[config.mk]
export PLATFORM = sky130hd
export DESIGN_NAME = mem_access_unit
export DESIGN_NICKNAME = d
export VERILOG_FILES = /design/src/rtl/cpu_pkg.sv /design/src/rtl/pc_unit.sv /design/src/rtl/mem_access_unit.sv
export SDC_FILE = /design/constraint.sdc
export NUM_CORES = 1
export LEC_CHECK = 0
export BUFFER_PORTS_ARGS = -buffer_cell sky130_fd_sc_hd__buf_4
export CAP_MARGIN = 20
export CELL_PAD_IN_SITES_DETAIL_PLACEMENT = 1
export CELL_PAD_IN_SITES_GLOBAL_PLACEMENT = 2
export CORE_MARGIN = 3
export CORE_UTILIZATION = 32
export DETAILED_ROUTE_END_ITERATION = 10
export PLACE_DENSITY = 0.77
export REMOVE_ABC_BUFFERS = 1
export SLEW_MARGIN = 10
export SYNTH_ARGS = -nofsm -noshare
export SYNTH_HDL_FRONTEND = slang
export SYNTH_SLANG_ARGS = --single-unit
[constraint.sdc]
create_clock -name clk -period 2.8 [get_ports clk]
set_input_delay 0.56 -clock clk [delete_from_list [all_inputs] [get_ports clk]]
set_output_delay 0.56 -clock clk [all_outputs]
set_load 0.02 [all_outputs]
[src/rtl/cpu_pkg.sv]
`default_nettype none
// ============================================================================
// Package     : cpu_pkg
// Description : Shared enumerations for the CPU program-counter and
//               memory-access logic.
// Revision    : 1.0 - initial parametrised release
// ============================================================================
package cpu_pkg;

   // Memory bus command encoding
   typedef enum logic [1:0] {
      CMD_NONE  = 2'b00,
      CMD_READ  = 2'b01,
      CMD_WRITE = 2'b10
   } mem_cmd_t;

   // Next-PC source select
   typedef enum logic [1:0] {
      PC_INC = 2'd0,
      PC_REL = 2'd1,
      PC_ABS = 2'd2,
      PC_RST = 2'd3
   } pc_sel_t;

   // Memory access unit control states
   typedef enum logic [1:0] {
      S_IDLE  = 2'd0,
      S_FETCH = 2'd1,
      S_LOAD  = 2'd2,
      S_STORE = 2'd3
   } mau_state_t;

endpackage
`default_nettype wire

[src/rtl/pc_unit.sv]
`default_nettype none
// ============================================================================
// Module      : pc_unit
// Description : Program counter register with next-PC mux and adder.
//               Supports increment, PC-relative, absolute and reset targets,
//               plus a post-fetch increment.
// Revision    : 1.0 - initial parametrised release
// ============================================================================
module pc_unit
   import cpu_pkg::*;
#(
   parameter int ADDR_W   = 9,
   parameter int DATA_W   = 16,
   parameter int RESET_PC = 0
) (
   input  logic              clk,
   input  logic              reset_n,
   input  logic              load_pc,
   input  logic [1:0]        pc_sel,
   input  logic [DATA_W-1:0] branch_off,
   input  logic [ADDR_W-1:0] abs_target,
   input  logic              inc,
   output logic [ADDR_W-1:0] pc
);

   localparam logic [ADDR_W-1:0] c_RESET_PC = ADDR_W'(RESET_PC);
   localparam logic [ADDR_W-1:0] c_ONE      = ADDR_W'(1);

   logic [ADDR_W-1:0] r_pc;
   logic [ADDR_W-1:0] w_pc_next;
   logic [ADDR_W-1:0] w_pc_inc;
   logic [ADDR_W-1:0] w_off;

   // The offset is sign-extended and then truncated to ADDR_W; only the low
   // ADDR_W bits ever matter because the sum wraps.
   generate
      if (DATA_W > ADDR_W) begin : g_off_trunc
         logic w_unused_off_hi;
         assign w_off           = branch_off[ADDR_W-1:0];
         assign w_unused_off_hi = ^branch_off[DATA_W-1:ADDR_W];
      end else if (DATA_W == ADDR_W) begin : g_off_same
         assign w_off = branch_off;
      end else begin : g_off_sext
         assign w_off = {{(ADDR_W-DATA_W){branch_off[DATA_W-1]}}, branch_off};
      end
   endgenerate

   assign w_pc_inc = r_pc + c_ONE;

   // Next-PC selection: an explicit load takes precedence over fetch increment
   always_comb begin
      w_pc_next = r_pc;
      if (load_pc) begin
         case (pc_sel)
            PC_INC:  w_pc_next = w_pc_inc;
            PC_REL:  w_pc_next = w_pc_inc + w_off;
            PC_ABS:  w_pc_next = abs_target;
            PC_RST:  w_pc_next = c_RESET_PC;
            default: w_pc_next = r_pc;
         endcase
      end else if (inc) begin
         w_pc_next = w_pc_inc;
      end
   end

   // PC register
   always_ff @(posedge clk or negedge reset_n) begin
      if (!reset_n) r_pc <= c_RESET_PC;
      else          r_pc <= w_pc_next;
   end

   assign pc = r_pc;

endmodule
`default_nettype wire

[src/rtl/mem_access_unit.sv]
`default_nettype none
// ============================================================================
// Module      : mem_access_unit
// Description : PC, data-address and instruction registers plus the control
//               FSM that runs fetch/load/store over a ready-handshake memory
//               bus with wait states and an optional stall timeout.
// Revision    : 1.0 - initial parametrised release
// ============================================================================
module mem_access_unit
   import cpu_pkg::*;
#(
   parameter int ADDR_W   = 9,
   parameter int DATA_W   = 16,
   parameter int RESET_PC = 0,
   parameter int MAX_WAIT = 15
) (
   input  logic              clk,
   input  logic              reset_n,
   input  logic              fetch_req,
   input  logic              load_req,
   input  logic              store_req,
   input  logic              load_addr,
   input  logic [ADDR_W-1:0] addr_in,
   input  logic [DATA_W-1:0] wdata,
   input  logic              load_pc,
   input  logic [1:0]        pc_sel,
   input  logic [DATA_W-1:0] branch_off,
   input  logic [ADDR_W-1:0] abs_target,
   input  logic              mem_ready,
   input  logic [DATA_W-1:0] mem_rdata,
   output logic [1:0]        mem_cmd,
   output logic [ADDR_W-1:0] mem_addr,
   output logic [DATA_W-1:0] mem_wdata,
   output logic [DATA_W-1:0] ir,
   output logic [DATA_W-1:0] rdata,
   output logic [ADDR_W-1:0] pc,
   output logic              busy,
   output logic              done,
   output logic              err
);

   localparam int                c_WAIT_W     = (MAX_WAIT < 2) ? 1 : $clog2(MAX_WAIT + 1);
   localparam bit                c_TIMEOUT_EN = (MAX_WAIT != 0);
   localparam logic [c_WAIT_W-1:0] c_WAIT_LAST = c_WAIT_W'(MAX_WAIT - 1);

   mau_state_t          r_state;
   mau_state_t          w_state_next;
   mem_cmd_t            w_cmd;
   logic [ADDR_W-1:0]   w_mem_addr;
   logic                w_complete;
   logic                w_timeout;
   logic                w_accept;
   logic [ADDR_W-1:0]   w_pc;

   logic [ADDR_W-1:0]   r_addr_reg;
   logic [ADDR_W-1:0]   r_acc_addr;
   logic [DATA_W-1:0]   r_wdata;
   logic [c_WAIT_W-1:0] r_wait;
   logic [DATA_W-1:0]   r_ir;
   logic [DATA_W-1:0]   r_rdata;
   logic                r_done;
   logic                r_err;

   // PC loads are only honoured in IDLE; fetch completion bumps the PC
   pc_unit #(
      .ADDR_W   (ADDR_W),
      .DATA_W   (DATA_W),
      .RESET_PC (RESET_PC)
   ) u_pc_unit (
      .clk        (clk),
      .reset_n    (reset_n),
      .load_pc    (load_pc && (r_state == S_IDLE)),
      .pc_sel     (pc_sel),
      .branch_off (branch_off),
      .abs_target (abs_target),
      .inc        (w_complete && (r_state == S_FETCH)),
      .pc         (w_pc)
   );

   // Next-state, bus command and completion/timeout decode
   always_comb begin
      w_state_next = r_state;
      w_cmd        = CMD_NONE;
      w_mem_addr   = w_pc;
      w_complete   = 1'b0;
      w_timeout    = 1'b0;
      case (r_state)
         S_IDLE: begin
            // A concurrent load_pc suppresses the fetch; lower requests are
            // still dropped because fetch outranks them.
            if (fetch_req) begin
               if (!load_pc) w_state_next = S_FETCH;
            end else if (load_req) begin
               w_state_next = S_LOAD;
            end else if (store_req) begin
               w_state_next = S_STORE;
            end
         end
         S_FETCH: begin
            w_cmd      = CMD_READ;
            w_mem_addr = w_pc;
         end
         S_LOAD: begin
            w_cmd      = CMD_READ;
            w_mem_addr = r_acc_addr;
         end
         S_STORE: begin
            w_cmd      = CMD_WRITE;
            w_mem_addr = r_acc_addr;
         end
         default: w_state_next = S_IDLE;
      endcase
      if (r_state != S_IDLE) begin
         if (mem_ready) begin
            w_complete   = 1'b1;
            w_state_next = S_IDLE;
         end else if (c_TIMEOUT_EN && (r_wait == c_WAIT_LAST)) begin
            w_timeout    = 1'b1;
            w_state_next = S_IDLE;
         end
      end
   end

   assign w_accept = (r_state == S_IDLE) && (w_state_next != S_IDLE);

   // FSM state register
   always_ff @(posedge clk or negedge reset_n) begin
      if (!reset_n) r_state <= S_IDLE;
      else          r_state <= w_state_next;
   end

   // Address/data latches, wait counter, IR/rdata capture and status pulses
   always_ff @(posedge clk or negedge reset_n) begin
      if (!reset_n) begin
         r_addr_reg <= '0;
         r_acc_addr <= '0;
         r_wdata    <= '0;
         r_wait     <= '0;
         r_ir       <= '0;
         r_rdata    <= '0;
         r_done     <= 1'b0;
         r_err      <= 1'b0;
      end else begin
         if (load_addr) r_addr_reg <= addr_in;
         if (w_accept) begin
            r_wait     <= '0;
            r_acc_addr <= r_addr_reg;
            if (w_state_next == S_STORE) r_wdata <= wdata;
         end else if ((r_state != S_IDLE) && !mem_ready) begin
            r_wait <= r_wait + c_WAIT_W'(1);
         end
         if (w_complete && (r_state == S_FETCH)) r_ir    <= mem_rdata;
         if (w_complete && (r_state == S_LOAD))  r_rdata <= mem_rdata;
         r_done <= w_complete;
         r_err  <= w_timeout;
      end
   end

   assign mem_cmd   = w_cmd;
   assign mem_addr  = w_mem_addr;
   assign mem_wdata = r_wdata;
   assign ir        = r_ir;
   assign rdata     = r_rdata;
   assign pc        = w_pc;
   assign busy      = (r_state != S_IDLE);
   assign done      = r_done;
   assign err       = r_err;

endmodule
`default_nettype wire

Yosys cells after proc, flatten, opt, wreduce, memory -nomap -nowiden
Cells that the tools add are included.
{"block": "op_classes", "addsub": 3, "n_eq_ne": 8, "muxes": 20, "n_reduce_logical": 15}
{"operator": "9-bit case mux with 4 select lines", "count": 1}
{"operator": "9-bit two-way mux", "count": 3}
{"operator": "2-bit two-way mux", "count": 8}
{"operator": "2-bit == test, second input constant", "count": 5}
{"operator": "9-bit by 1-bit adder with 9-bit output, second input constant", "count": 1}
{"operator": "9-bit adder", "count": 1}
{"operator": "4-bit two-way mux", "count": 2}
{"operator": "2-bit nonzero test", "count": 4}
{"operator": "1-bit logical AND", "count": 5}
{"operator": "1-bit two-way mux", "count": 5}
{"operator": "4-bit by 1-bit adder with 4-bit output, second input constant", "count": 1}
{"operator": "2-bit by 1-bit == test with 1-bit output, second input constant", "count": 2}
{"operator": "4-bit == test, second input constant", "count": 1}
{"operator": "2-bit zero test", "count": 2}
{"operator": "2-bit case mux with 2 select lines", "count": 1}
{"operator": "2-bit OR reduction", "count": 2}
{"operator": "2-bit AND reduction", "count": 1}
{"operator": "1-bit zero test", "count": 1}
{"block": "word_totals", "regBits": 83, "input_bits": 76, "output_inout_bits": 71, "elab_cells": 56}

Longest topological paths before layout
{"block": "logic_depth", "ltp_word": 10, "ltp_mapped": 10, "mapped_depth_nobuf": 10}

Cells and area by module
A second synthesis with hierarchy kept.
{"block": "hier_totals", "cells_unflattened": 338, "hier_area_um2": 4266.6}
{"mod": "mem_access_unit", "instances": 1, "cells_each": 205, "area_each_um2": 3168.0, "seq_area_each_um2": 1851.8}
{"mod": "pc_unit", "instances": 1, "cells_each": 133, "area_each_um2": 1098.6, "seq_area_each_um2": 225.2}

Worst setup path after synthesis
OpenSTA, ideal clock, no wires.
{"block": "synth_path", "path_type": "register -> register", "start": "register u_pc_unit.r_pc[2], in the netlist u_pc_unit.pc[2]", "end": "register u_pc_unit.r_pc[8], in the netlist u_pc_unit.pc[8]", "setup_ns": 0.101, "arrival_time_ns": 2.430, "t_required_ns": 2.699, "slack_ns": 0.269, "path_stages_with_launch": 11, "path_buffers": 1, "period_less_slack_ns": 2.531, "cell_sequence": "dfrtp_1 buf_2 nand3_2 o21a_1 or2_2 ha_1 a21oi_2 o21bai_1 a221oi_2 xnor2_1 o311ai_2"}
{"block": "synth_via", "elab_chain_len": 4, "word_cells_on_any_way": 5, "classes_between": "add/sub: 2; mux: 3"}
{"item": "start, declared", "line": "pc_unit.sv:29", "text": "logic [ADDR_W-1:0] r_pc;"}
{"item": "start signal, assigned", "line": "pc_unit.sv:68", "text": "if (!reset_n) r_pc <= c_RESET_PC;"}
{"item": "start signal, assigned", "line": "pc_unit.sv:69", "text": "else r_pc <= w_pc_next;"}
{"item": "9-bit by 1-bit adder with 9-bit output (*)", "line": "pc_unit.sv:48", "text": "assign w_pc_inc = r_pc + c_ONE;"}
{"item": "9-bit adder", "line": "pc_unit.sv:56", "text": "PC_REL: w_pc_next = w_pc_inc + w_off;"}
{"item": "9-bit case mux with 4 select lines", "line": "pc_unit.sv:54", "text": "case (pc_sel)"}
{"item": "9-bit two-way mux (*)", "line": "pc_unit.sv:53", "text": "if (load_pc) begin"}
Every way passes the cells marked *; elsewhere a longest branch is shown, timed or not. The select of a mux whose other input is x is not followed.
A chain may end at the register's enable or synchronous reset.

Worst setup path after layout
{"block": "layout_path", "start": "register u_pc_unit.r_pc[1], in the netlist u_pc_unit.pc[1]", "end": "register u_pc_unit.r_pc[8], in the netlist u_pc_unit.pc[8]"}
Same word-level chain as after synthesis.

==> metrics.md <==
| Metric | Value |
|---|---|
| Outcome | finished clean |
| Internal power | 4.309 mW |
| # port buffers | between 100 and 150 |
| Number of DRC markers in iteration 0 | ~120 |
| Worst slew pin tran | 0.4985 ns |
| Die area | ~15000 um2 |
| LEAKAGE | 2.712 nW |
| Clock-pin slew on the worst setup and hold paths | 0.06 ns |
| Largest delay share family, worst path | compound AO/OA/AOI/OAI gates |
| RSZ-0062 raised after global routing | no |
| Clock sinks | 83 |
| Setup crit end kind | flop |
| CTS tree | done |
| ANT nets after route | 0 |
| # diodes | 0 |
| R2R setup slack | about 0.22 ns |
| Total Wirelength | 12.23 mm |
| Power per cell area | about 1200 nW/um2 |
| Initial antenna violation count | 0 |
| Worst R2R End | u_pc_unit.pc[8] |
| Cell row count | 41 |
| Detailed Routing Iterations Pass 1 | 4 |
| Final Hold Vio Count | 0 |
| Switching Power | 2.952 mW |
| Max VDD drop | a little over 500 uV |
| Worst Hold Class | primary input to async pin |
| Synth area leaders | dfrtp_1 48%, mux2_2 13%, ha_1 4.4%, mux2_1 4.2%, mux2_4 3.5% |
| Reg2reg path depth | 10 |
| Max_slew headroom | 0.6664 |
| Final Cell Area | 5826 um2 |
| Setup tns final | 0 ns |
| Final HPWL from detailed placement | 9.509 mm |
| CTS Buffer Depth | 2 |
| Top FF cell, synth | dfrtp_1 |
| DRC viols | 0 |
| GPL Wtd Cong | between 0.8 and 0.9 |
| Hold_buf cts | 0 |
| GRT met3 Usage | 0.03250 |
| Post-CTS sizing | 0 |
| Via count | 3239 |
| Clock root buffer master | clkbuf_16 |
| Crit-path cells | ha_2 > nand3_4 > nor2_1 > xor2_1 > ha_1 > inv_1 > o21bai_1 > a221oi_2 > xnor2_1 > o311ai_2 |
| First-pass GRT wire length | 19.38 mm |
| Vias per Instance | slightly below 5 |
| Largest net degree at the start of global routing | 67 |
| Initial Utilization | 0.3329 |
| Total CTS buffers | 9 |
| Top Usage Layer GRT | met2 |
| Clk_lat worst skew | 0.33 ns |
| Period Utilization, post-route | 0.9219 |
| WP data arrival | 2.81 ns |
| CP max FO | 7 |
| Post-synth EDFFs | 0 |
| Layout cell share with drive strength beyond 1 | 0.4879 |
| Grt ovf | 0 |
| Gate power share | 0.549 |
| Final Critical Period | 2.581 ns |
| Slowest cell on crit path | dfrtp_2 |
| Die boundary width | 121.7 um |
| Reg2reg start | u_pc_unit.pc[1] |
| Synth warn | 0 |
| Clock power frac | 0.164 |
| Cell Area, Placed | approximately 5500 um2 |
| Sw Share | 0.4066 |
| Max-Cap Viols | 0 |
| Post-synth top area cell | dfrtp_1 |
| Post-synth cell types | 64 |
| Max Clock Skew | 0.005513 ns |
| Mean Syn Cell Area | 12.46 um2 |
| Mapped Area | 4287 um2 |
| Post-synth top area share | 0.4845 |
| Reg power frac | 0.287 |
| Crit start category | flop |
| Synthesized netlist cell count | between 300 and 400 |
| Number of global-route vias before repair | approximately 3600 |
| Io pins | 147 |
| Met1 Use GR | 0.2135 |
| Final Setup Violations | 0 |
| CP Buf/Inv Count | 1 |
| Synth async-reset ratio | 1.000 |
| Slowest stage delay, CP | 0.42 ns |
| Grt met2 use | 0.2897 |
| Area delta synth->final | 35.90% |
| Post-CTS Setup Bufs | 0 |
| Die H | 121.7 um |
| FF+latch count, synth | 83 |
| H-tree Lvls | 3 |
| Fmax | slightly below 400 MHz |
| Crit Path Class | flop to flop |
| Worst Path Required | 3.02 ns |
| GRT Total Usage | 0.1678 |
| Final-stage net count | 582 |
| Post-DR wirelength/cell | 18.36 um |
| Core Region | 12880 um2 |
| Seq/Total Area, Yosys | 0.4845 |
| Final Max Slew Viols | 0 |
==> layout make-up <==
type                       instances  area (um2)
clock inverter                     3       46.29
tap                              172       215.2
multi-input combinational        240        2079
fill                            1389        7051
sequential                        83        2078
clock buffer                      12       256.5
inverter                           9       33.78
timing repair buffer             147        1116
==> kinds of logic after synthesis <==
logic type                 share of synthesized area
buffers and inverters                        0.03094
DFF                                           0.4845
xor gates and xnor gates                     0.03386
and+or+nand+nor                              0.09983
muxes                                         0.2081
adders and majority gates                    0.04845
AOI/OAI and AO/OA                            0.09428
==> how the worst max path moves through the flow <==
| stage | start | to | slack, ns | depth (start not counted) |
|---|---|---|---|---|
| after floorplan | u_pc_unit.pc[2] | u_pc_unit.pc[8] | 0.27 | 9 |
| after global placement | u_pc_unit.pc[1] | u_pc_unit.pc[7] | 0.26 | 9 |
| after detailed placement | u_pc_unit.pc[1] | u_pc_unit.pc[8] | 0.12 | 10 |
| after CTS | u_pc_unit.pc[1] | u_pc_unit.pc[8] | 0.1 | 10 |
| after global routing | u_pc_unit.pc[1] | u_pc_unit.pc[8] | 0.00004 | 10 |
| final | u_pc_unit.pc[1] | u_pc_unit.pc[8] | 0.22 | 10 |
==> cells in the final DEF (no fill, tap or decap), types with 3 or more instances in the layout <==
master and count:
mux2_1 16, nor3_2 3, nand2_2 3, a21o_1 3
mux2_2 49, inv_1 9, o211ai_1 3, nor2_1 17
xnor2_1 4, buf_4 146, ha_1 14, nand3_1 8
o21ai_1 3, a21oi_1 10, nand2_1 15, mux2_4 10
xor2_1 10, clkbuf_16 9, nor3_1 5, dfrtp_1 82
o21ai_0 15
==> per-layer routing <==
metal  part of all wire  up-vias
met3              0.035       15
met4              0.016        0
met2               0.53       60
met1               0.42     1634
li1                   -     1530
met5                  0        -
==> metrics by stage <==
step | cells | power (mW) | hold WS (ns) | setup slack (ns) | util
3_5_place_dp | 651 | 6.128 | 0.4558 | 0.1227 | 0.4286
3_3_place_gp | 651 | 6.007 | 0.4498 | 0.2619 | 0.4286
5_1_grt | 666 | 7.779 | 0.1054 | 0.00004396 | 0.4524
6_report | 666 | 7.261 | 0.1021 | 0.2188 | 0.4524
4_1_cts | 666 | 7.363 | 0.09504 | 0.09816 | 0.4521
2_1_floorplan | 332 | 4.485 | 0.2644 | 0.2725 | -
==> synthesized netlist by cell type, types with 8 or more instances <==
library cell,instances
a21oi_1,10
dfrtp_1,83
ha_1,15
inv_1,9
mux2_1,16
mux2_2,49
mux2_4,10
nand2_1,15
nand3_1,8
nor2_1,17
o21ai_0,15
xor2_1,10
==> power by group through the flow <==
stage | registers, mW | clock network [mW] | logic (mW)
floorplan | 2.59 | 0 | 1.90
global placement | 2.07 | 0 | 3.94
detailed placement | 2.11 | 0 | 4.02
CTS | 2.09 | 1.23 | 4.04
global route | 2.17 | 1.29 | 4.32
finish | 2.09 | 1.19 | 3.99
==> worst register-to-register path, stage by stage, from the launching register on <==
cell and delay, ns:
dfrtp_2 0.42, ha_2 0.27, nand3_4 0.15, nor2_1 0.16, xor2_1 0.24, ha_1 0.32
inv_1 0.13, o21bai_1 0.10, a221oi_2 0.34, xnor2_1 0.13, o311ai_2 0.22
(Power assumes the default switching activity.)
